### config.mk
export PLATFORM = sky130hd
export DESIGN_NAME = half_subtractor_flat
export DESIGN_NICKNAME = d
export VERILOG_FILES = /design/src/rtl/half_subtractor_if.sv /design/src/rtl/half_subtractor.sv /design/src/flat_wrapper.sv
export SDC_FILE = /design/constraint.sdc
export NUM_CORES = 1
export LEC_CHECK = 0
export CORE_AREA = 2 2 39 41
export DETAILED_ROUTE_END_ITERATION = 10
export DIE_AREA = 0 0 41 43
export SLEW_MARGIN = 10
export SYNTH_ARGS = -nofsm -noshare
export SYNTH_HDL_FRONTEND = slang
export SYNTH_SLANG_ARGS = --single-unit
### constraint.sdc
create_clock -name clk -period 0.96 [get_ports clk]
set_clock_uncertainty 0.05 [all_clocks]
set_input_delay 0.192 -clock clk [delete_from_list [all_inputs] [get_ports clk]]
set_output_delay 0.192 -clock clk [all_outputs]
set_load 0.02 [all_outputs]
### src/rtl/half_subtractor_if.sv
// half_subtractor_if: operand/result bundle for half_subtractor; borr_cnt exists only with HALF_SUB_CNT_EN
interface half_subtractor_if #(
  parameter int WIDTH = 1,
  parameter int CNT_W = 16
);
  logic [WIDTH-1:0] a, b, diff, borr, diff_q, borr_q;
  logic in_valid, out_valid, any_borr_q;
`ifdef HALF_SUB_CNT_EN
  logic [CNT_W-1:0] borr_cnt;
  modport master(output a, b, in_valid, input diff, borr, diff_q, borr_q, out_valid, any_borr_q, borr_cnt);
  modport slave(input a, b, in_valid, output diff, borr, diff_q, borr_q, out_valid, any_borr_q, borr_cnt);
`else
  modport master(output a, b, in_valid, input diff, borr, diff_q, borr_q, out_valid, any_borr_q);
  modport slave(input a, b, in_valid, output diff, borr, diff_q, borr_q, out_valid, any_borr_q);
`endif
endinterface

### src/rtl/half_subtractor.sv
// half_subtractor: per-lane a-b difference/borrow, combinational plus 1-cycle registered copy; HALF_SUB_CNT_EN adds a saturating borrow counter
module half_subtractor #(
  parameter int WIDTH = 1,
  parameter int CNT_W = 16
) (
  input logic clk,
  input logic rst,
  half_subtractor_if.slave bus
);
  logic [WIDTH-1:0] diff, borr, diff_d, diff_q, borr_d, borr_q;
  logic out_valid_d, out_valid_q;
  assign diff = bus.a ^ bus.b;
  assign borr = ~bus.a & bus.b;
  assign bus.diff = diff;
  assign bus.borr = borr;
  assign bus.diff_q = diff_q;
  assign bus.borr_q = borr_q;
  assign bus.out_valid = out_valid_q;
  assign bus.any_borr_q = |borr_q;
  // reset clears, valid captures, otherwise data holds and valid drops
  always_comb begin
    diff_d = rst ? '0 : bus.in_valid ? diff : diff_q;
    borr_d = rst ? '0 : bus.in_valid ? borr : borr_q;
    out_valid_d = !rst && bus.in_valid;
  end
  // result register
  always_ff @(posedge clk) begin
    diff_q <= diff_d;
    borr_q <= borr_d;
    out_valid_q <= out_valid_d;
  end
`ifdef HALF_SUB_CNT_EN
  localparam int SW = CNT_W + $clog2(WIDTH + 1) + 1;
  localparam logic [SW-1:0] CNT_MAX = SW'({CNT_W{1'b1}});
  logic [SW-1:0] pop, sum;
  logic [CNT_W-1:0] borr_cnt_d, borr_cnt_q;
  assign bus.borr_cnt = borr_cnt_q;
  // add this cycle's borrow popcount, clamping at all-ones instead of wrapping
  always_comb begin
    pop = '0;
    for (int i = 0; i < WIDTH; i++) pop = pop + SW'(borr[i]);
    sum = SW'(borr_cnt_q) + pop;
    borr_cnt_d = rst ? '0 : !bus.in_valid ? borr_cnt_q : sum > CNT_MAX ? {CNT_W{1'b1}} : sum[CNT_W-1:0];
  end
  // borrow event counter register
  always_ff @(posedge clk) borr_cnt_q <= borr_cnt_d;
`endif
endmodule

### src/flat_wrapper.sv
// flat-port wrapper written by rule: the top's interface ports become plain ports
module half_subtractor_flat 
#(
  parameter int WIDTH = 1,
  parameter int CNT_W = 16
)
  (clk, rst, bus_a, bus_b, bus_in_valid, bus_diff, bus_borr, bus_diff_q, bus_borr_q, bus_out_valid, bus_any_borr_q);
  half_subtractor_if #(.WIDTH(WIDTH), .CNT_W(CNT_W)) bus_i ();
  input logic clk;
  input logic rst;
  input wire logic [$bits(bus_i.a)-1:0] bus_a;
  input wire logic [$bits(bus_i.b)-1:0] bus_b;
  input wire logic [$bits(bus_i.in_valid)-1:0] bus_in_valid;
  output wire logic [$bits(bus_i.diff)-1:0] bus_diff;
  output wire logic [$bits(bus_i.borr)-1:0] bus_borr;
  output wire logic [$bits(bus_i.diff_q)-1:0] bus_diff_q;
  output wire logic [$bits(bus_i.borr_q)-1:0] bus_borr_q;
  output wire logic [$bits(bus_i.out_valid)-1:0] bus_out_valid;
  output wire logic [$bits(bus_i.any_borr_q)-1:0] bus_any_borr_q;
  assign bus_i.a = bus_a;
  assign bus_i.b = bus_b;
  assign bus_i.in_valid = bus_in_valid;
  assign bus_diff = bus_i.diff;
  assign bus_borr = bus_i.borr;
  assign bus_diff_q = bus_i.diff_q;
  assign bus_borr_q = bus_i.borr_q;
  assign bus_out_valid = bus_i.out_valid;
  assign bus_any_borr_q = bus_i.any_borr_q;
  half_subtractor #(.WIDTH(WIDTH), .CNT_W(CNT_W)) u_core (.clk(clk), .rst(rst), .bus(bus_i));
endmodule
==> results.ini, run 1 <==
[outcome]
status=finished clean

[die]
die_area_um2=1760
die_h_um=43
die_w_um=41
initial_utilization_pct=8.59
num_rows=14
core_area_um2=1380
pin_count=11

[place]
portBuffers=10
place_congestion=0.418

[clock_network]
clock_latency_ns=0.23
h-tree-depth=1
tritoncts=done
cts_root_buf=clkbuf_4
clock-sinks=3
cts-buffers-inserted=3
path_clk_slew_ns=0.04
clockBufferDepth=2
cts_setup_buffers=0

[global_route]
grt_overflow_total=0
met1_usage_pct=1.60
grt_pass1_vias=118
busiest_layer=met4
grt_start_max_net_pins=5
gr-usage-met3_pct=1.57
grt_use_met2_pct=5.31
grt_pass1_wl_um=365
grt_usage_pct=3.71
antenna_found_initial=0

[timing]
rsz0062_at_grt=false
min_period_ns=0.942
hold_violations=0
max_freq_ghz=1.06
holdWs_ns=0.218
fin_crit_sh_pct=98.1
worst_pin_slew_ns=0.182
maxSlewViolCount=0
setup_viol=0
relSlewSlack_pct=87.8

[synthesis]
synthesis.area_um2=119
async_flop_share_pct=0
synth_seq_cells=3
synth_enable_flop_cells=0
synth_nets=18
yosysTopAreaCell=dfxtp_1
ys_types=8
ys.flop_type=dfxtp_1
synth_area_leaders=dfxtp_1 (51%), ha_1 (11%), mux2i_1 (8.4%)
synth_warnings=0
synth_cells=12
synth_most_common_cell=dfxtp_1
avgSynthCellArea_um2=9.91
yosysTopAreaCellShare_pct=50.5
seq_area_frac_synth_pct=50.5
yosys-top-cells-count=dfxtp_1 (3), inv_1 (2), nor2_1 (2)

[power]
leakage_nw=0.136
ir_drop_v=0.000226
power_density_nw_per_um2=1630

[routing]
finalWirelength_um=294
vias=129
drc=0
vias_per_cell=3.07
drt_iter0_markers=2
drtPass1Iterations=2
ant_nets=0
post_drt_wl_per_cell_um=7.00

[worst_setup_path]
cp_slowest_stage_delay_ns=0.31
path_cells=buf_2
cpLargestDelayFamily=flip-flops
end_kind=output pin
crit_required_ns=0.72
arrival_ns=0.70
critPathMaxFanout=2
crit_slowest_cell=dfxtp_1
cp_num_buf_inv=1
critPathKind=reg2out
cp-start-kind=register

[run]
maxCapViolCount=0

[min_path]
hold_class=in2reg

[cells_and_area]
num-nets-final=33
regArea_um2=61.3
utilization_pct=19.7
fillCellCount=159
num_antenna_cells=0
syn_to_final_growth_pct=129
drive_above_1_share_pct=61.5
multi_input_area_um2=56.3

==> report_power, final <==
group / switching [W] / internal, W / leakage, nW / total, W
clock network: 0.0000602 / 0.000155 / 0.0150 / 0.000216
logic: 0.0000429 / 0.0000503 / 0.0957 / 0.0000931
registers: 0.00000352 / 0.000133 / 0.0253 / 0.000137
total: 0.000107 / 0.000339 / 0.136 / 0.000445
==> flip-flops by register name, summed over array words and instances, names as in the netlist <==
name,flops
u_core.bus.diff_q,1
u_core.bus.any_borr_q,1
u_core.bus.out_valid,1
==> repair_timing <==
action	CTS	global route
endpoints found under the setup margin	8	2
hold buffers	0	0
hold endpoints to repair	0	0
gates cloned	0	0
resized for setup	42	2
pin swaps	1	0
==> layout by cell type (no fill, tap or decap), drive strengths merged <==
master | netlist | layout
buf | 1 | 9
clkbuf | 0 | 4
dfxtp | 3 | 3
inv | 2 | 2
nor2 | 2 | 2
a211oi | 1 | 1
mux2i | 1 | 1
nor2b | 1 | 1
ha | 1 | 1
dlymetal6s2s | 0 | 1
clkdlybuf4s50 | 0 | 1
==> path summary, 6_finish.rpt <==
check | startpoint | end | slack [ns] | cells past startpoint
worst max-delay path | u_core.bus.diff_q | bus_diff_q | 0.02 | 1
worst min-delay path | bus_b | u_core.bus.diff_q | 0.22 | 3
worst max register to register | u_core.bus.diff_q | u_core.bus.diff_q | 0.24 | 3
worst min register to register | u_core.bus.any_borr_q | u_core.bus.any_borr_q | 0.47 | 2
==> logic make-up after synthesis <==
| kind of cell | count (synthesis) | share of synthesized area, % |
|---|---|---|
| muxes | 1 | 8.42 |
| AOI/OAI and AO/OA | 1 | 6.32 |
| DFF | 3 | 50.5 |
| buffers and inverters | 3 | 12.6 |
| and+or+nand+nor | 3 | 11.6 |
| adders and majority gates | 1 | 10.5 |
==> per-stage QoR <==
step	worst slack [ns]	TNS (ns)	std cells	power, W	area, um2
after CTS	0.00307	0	42	0.000460	267
final	0.0178	0	42	0.000445	273
after floorplan	0.0838	0	12	0.000175	119
after global routing	0.000525	0	42	0.000468	273
after global placement	-0.903	-3.01	38	0.000228	239
after detailed placement	-0.905	-3.05	38	0.000229	239
==> cell type report <==
type / count / area share (%)
repair buffers: 11 / 37.2
flip-flops and latches: 3 / 22.5
multi-input cells: 6 / 20.6
clock buffers: 4 / 9.63
well taps: 16 / 7.34
inverters: 2 / 2.75
==> per-layer routing <==
layer | part of all wire (%) | routed length, um
met5 | 0 | 0
met4 | 0 | 0
met3 | 23 | 67
met2 | 48 | 141
met1 | 29 | 85
Note: power is estimated with default switching activity, not from simulation.
==> run 2: changes to the inputs <==
--- a/config.mk
+++ b/config.mk
@@ -5,9 +5,10 @@
 export SDC_FILE = /design/constraint.sdc
 export NUM_CORES = 1
 export LEC_CHECK = 0
-export CORE_AREA = 2 2 39 41
+export CORE_AREA = 5 5 42 44
 export DETAILED_ROUTE_END_ITERATION = 10
-export DIE_AREA = 0 0 41 43
+export DIE_AREA = 0 0 47 49
+export DONT_BUFFER_PORTS = 1
 export SLEW_MARGIN = 10
 export SYNTH_ARGS = -nofsm -noshare
 export SYNTH_HDL_FRONTEND = slang
==> run 2 against run 1 <==
  * Register-to-register slack improved by 0.07 ns
  * Critical path depth stayed put
  * Combinational power decreased by 45%
  * Utilization shrank 5.7 points
  * Hold slack got worse by 0.21 ns
  * Largest power group unchanged
==> results.ini, run 2 (synthesis results as in run 1) <==
[die]
die_area_um2=2300
pin_count=11
num_rows=14
die_w_um=47
die_h_um=49
initial_utilization_pct=8.48
core_area_um2=1400

[cells_and_area]
fillCellCount=168
num-nets-final=25
drive_above_1_share_pct=33.3
layout_commonest_cell=clkbuf_4
num_antenna_cells=0
multi_input_area_um2=43.8
final_cell_mix=clkbuf_4 (3), inv_1 (2), nor2_1 (2), dfxtp_1 (2)
syn_to_final_growth_pct=65.3
regArea_um2=61.3

[clock_network]
clockBufferDepth=2
path_clk_slew_ns=0.04
cts-buffers-inserted=3
clock-sinks=3
tritoncts=done
clock_latency_ns=0.23
h-tree-depth=1
cts_root_buf=clkbuf_4

[power]
leakage_nw=0.0888
power_density_nw_per_um2=2080
ir_drop_v=0.000811
total_power_w=0.000408

[routing]
finalWirelength_um=254
ant_nets=0
drc=0
post_drt_wl_per_cell_um=7.47
drt_iter0_markers=3
drtPass1Iterations=2
vias=104
vias_per_cell=3.06

[timing]
setup_viol=0
maxSlewViolCount=0
max_freq_ghz=1.07
rsz0062_at_grt=true
hold_violations=0
fin_setup_tns_ns=0
timing.final.ws_setup_ns=0.0227
min_period_ns=0.937
relSlewSlack_pct=84.0
worst_pin_slew_ns=0.239
fin_crit_sh_pct=97.6

[worst_setup_path]
path_cells=buf_12
critPathKind=reg2out
rr_worst_depth=2
path_depth=1
cp_slowest_stage_delay_ns=0.34
cp-start-kind=register
crit_required_ns=0.72
end_kind=output pin
crit_slowest_cell=dfxtp_2
arrival_ns=0.70
critPathMaxFanout=2
cp_num_buf_inv=1
cpLargestDelayFamily=flip-flops

[global_route]
grt_usage_pct=2.60
met1_usage_pct=1.97
grt_pass1_vias=99
gr-usage-met3_pct=3.69
grt_pass1_wl_um=400
grt_start_max_net_pins=5
grt_overflow_total=0
antenna_found_initial=0
busiest_layer=met2
grt_use_met2_pct=4.07

[min_path]
whs_path_depth=1
hold_class=in2reg

[place]
place_congestion=0.566
place_ws_ns=0.0631
portBuffers=0

[outcome]
status=finished clean

[run]
maxCapViolCount=0

-- run 2: cell count changes in the layout (fill, tap and decap cells not counted), moves of 2 or more --
cell   change
buf_2      -3
buf_6      -5
inv_1      +2
inv_2      -2
-- run 2: stage by stage --
step | cells | hold WS (ns) | utilization [%] | instance area, um2
after global routing | 34 | 0.0110 | 14.0 | 196
after CTS | 34 | 0.00848 | 14.0 | 196
after global placement | 29 | 0.215 | 11.3 | 159
final | 34 | 0.00949 | 14.0 | 196
after floorplan | 12 | 0.214 | - | 119
after detailed placement | 29 | 0.217 | 11.3 | 159
-- run 2: where the power goes --
part           switching, W   total, W  internal (W)
Clock             0.0000618   0.000217      0.000156
Combinational     0.0000290  0.0000512     0.0000222
Sequential       0.00000681   0.000140      0.000133
Total             0.0000976   0.000408      0.000311
-- run 2: cell type report --
type / instances / share of cell area [%]
clock buffers: 4 / 13.4
inverters: 2 / 3.82
multi-input cells: 6 / 22.3
flip-flops and latches: 3 / 31.2
well taps: 16 / 10.2
repair buffers: 3 / 19.1
-- run 2: timing repair --
item / in CTS / in global routing
gates resized for setup: 1 / 0
endpoints found under the hold margin: 3 / 0
hold buffers: 1 / 0
pin swaps: 0 / 0
endpoints found under the setup margin: 2 / 2
buffers inserted: 0 / 0
-- run 2: final timing paths --
path / start / to / slack (ns)
setup / recovery: u_core.bus.any_borr_q / bus_borr_q / 0.02
hold reg to reg: u_core.bus.diff_q / u_core.bus.diff_q / 0.44
setup reg to reg: u_core.bus.any_borr_q / u_core.bus.any_borr_q / 0.31
hold / removal: bus_in_valid / u_core.bus.diff_q / 0.009
-- run 2: layer usage --
layer  share of wire (%)  wire length (um)
met2                  48               121
met4                   0                 0
met5                   0                 0
met1                  41               104
met3                  11                29
==> run 3: changes to the inputs <==
--- a/config.mk
+++ b/config.mk
@@ -9,6 +9,7 @@
 export DETAILED_ROUTE_END_ITERATION = 10
 export DIE_AREA = 0 0 47 49
 export DONT_BUFFER_PORTS = 1
+export HOLD_SLACK_MARGIN = 0.15
 export SLEW_MARGIN = 10
 export SYNTH_ARGS = -nofsm -noshare
 export SYNTH_HDL_FRONTEND = slang
==> run 3 against run 2 <==
  * Die area did not move
  * Critical path depth did not move
  * Combinational power barely moved
  * Cell area did not move
  * Non-clock buffer count did not move
  * Sequential power barely moved
  * Sequential share of layout area did not move
  * Utilization did not move
  * Sequential cell count did not move
  * Total power did not move
  * Clock power barely moved
  * First-iteration DRC count did not move
==> results.ini, run 3 (synthesis results as in run 1) <==
[timing]
min_period_ns=0.937
max_freq_ghz=1.07
relSlewSlack_pct=84.0
maxSlewViolCount=0
worst_pin_slew_ns=0.239
fin_setup_tns_ns=0
hold_violations=0
fin_crit_sh_pct=97.6
setup_viol=0
holdWs_ns=0.00949
rsz0062_at_grt=true

[die]
core_area_um2=1400
pin_count=11
die_h_um=49
die_w_um=47
num_rows=14
die_area_um2=2300
initial_utilization_pct=8.48

[power]
p_int_w=0.000311
power_density_nw_per_um2=2080
p_clk_share_pct=53.2
comb_power_share_pct=12.5
leakage_nw=0.0888
switchingPower_w=0.0000976
pwr-share-seq_pct=34.3
ir_drop_v=0.000811
swShare_pct=23.9

[worst_setup_path]
cp_slowest_stage_delay_ns=0.34
crit_required_ns=0.72
arrival_ns=0.70
crit_slowest_cell=dfxtp_2
path_cells=buf_12
r2r-start=u_core.bus.any_borr_q
critPathKind=reg2out
critPathMaxFanout=2
cp_num_buf_inv=1
crit_path_start=u_core.bus.any_borr_q
cp-start-kind=register
end_kind=output pin
cpLargestDelayFamily=flip-flops

[clock_network]
path_clk_slew_ns=0.04
clock_latency_ns=0.23
cts_root_buf=clkbuf_4
clock-sinks=3
cts_setup_buffers=0
h-tree-depth=1
cts-buffers-inserted=3
clockBufferDepth=2
tritoncts=done
cts_hold_buffers=1

[cells_and_area]
num_antenna_cells=0
syn_to_final_growth_pct=65.3
fillCellCount=168
final_cells=34
num-nets-final=25
layout_commonest_cell=clkbuf_4
final_cell_mix=clkbuf_4 (3), inv_1 (2), nor2_1 (2), dfxtp_1 (2)
drive_above_1_share_pct=33.3

[global_route]
grt_pass1_wl_um=400
antenna_found_initial=0
grt_start_max_net_pins=5
grt_overflow_total=0
grt_usage_pct=2.60
grt_pass1_vias=99

[min_path]
hold_start=bus_in_valid
hold_class=in2reg

[place]
dp_cells=29
place_congestion=0.566
portBuffers=0

[routing]
drc=0
vias_per_cell=3.06
vias=104
drt_iter0_markers=3
finalWirelength_um=254
post_drt_wl_per_cell_um=7.47
drtPass1Iterations=2
ant_nets=0

[run]
maxCapViolCount=0

[outcome]
status=finished clean

==> run 3: cell counts in the layout (fill, tap and decap cells not counted) <==
Identical to the previous run, type by type.
==> run 3: path summary, 6_finish.rpt <==
check,to,slack (ns),depth (start not counted)
setup / recovery,bus_borr_q,0.02,1
hold / removal,u_core.bus.diff_q,0.009,1
setup reg to reg,u_core.bus.any_borr_q,0.31,2
hold reg to reg,u_core.bus.diff_q,0.44,2
==> run 3: worst register-to-register path: stages, from the launching register on <==
cell and delay, ns:
dfxtp_2 0.32, mux2i_1 0.12, nor2_1 0.05
==> run 3: timing repair <==
action / CTS / global route
endpoints found under the setup margin: 2 / 2
endpoints found under the hold margin: 3 / 3
pin swaps: 0 / 0
resized for setup: 1 / 0
==> run 3: power groups by stage <==
stage	clock network, W	logic, W	registers [W]
global route	0.000237	0.0000567	0.000141
global placement	0	0.0000474	0.000142
CTS	0.000224	0.0000525	0.000140
floorplan	0	0.0000283	0.000147
detailed placement	0	0.0000479	0.000142
finish	0.000217	0.0000512	0.000140
==> run 3: per-layer routing <==
| layer | vias up | global-route usage (%) | wire length, um |
|---|---|---|---|
| li1 | 49 | - | - |
| met5 | - | 0 | 0 |
| met2 | 9 | 4.07 | 121 |
| met1 | 46 | 1.97 | 104 |
| met3 | 0 | 3.69 | 29 |
| met4 | 0 | 0 | 0 |
==> run 3: cell type report <==
class / instances / area, um2 / share of cell area (%)
Tap cell: 16 / 20.0 / 10.2
Multi-Input combinational cell: 6 / 43.8 / 22.3
Timing Repair Buffer: 3 / 37.5 / 19.1
Sequential cell: 3 / 61.3 / 31.2
Clock buffer: 4 / 26.3 / 13.4
Inverter: 2 / 7.51 / 3.82
==> run 3: stage by stage <==
| step | instance area [um2] | util, % | setup slack [ns] | total power (W) |
|---|---|---|---|---|
| after floorplan | 119 | - | 0.0838 | 0.000175 |
| after global placement | 159 | 11.3 | 0.0627 | 0.000190 |
| after detailed placement | 159 | 11.3 | 0.0631 | 0.000190 |
| after CTS | 196 | 14.0 | 0.0131 | 0.000416 |
| after global routing | 196 | 14.0 | -0.00831 | 0.000435 |
| final | 196 | 14.0 | 0.0227 | 0.000408 |
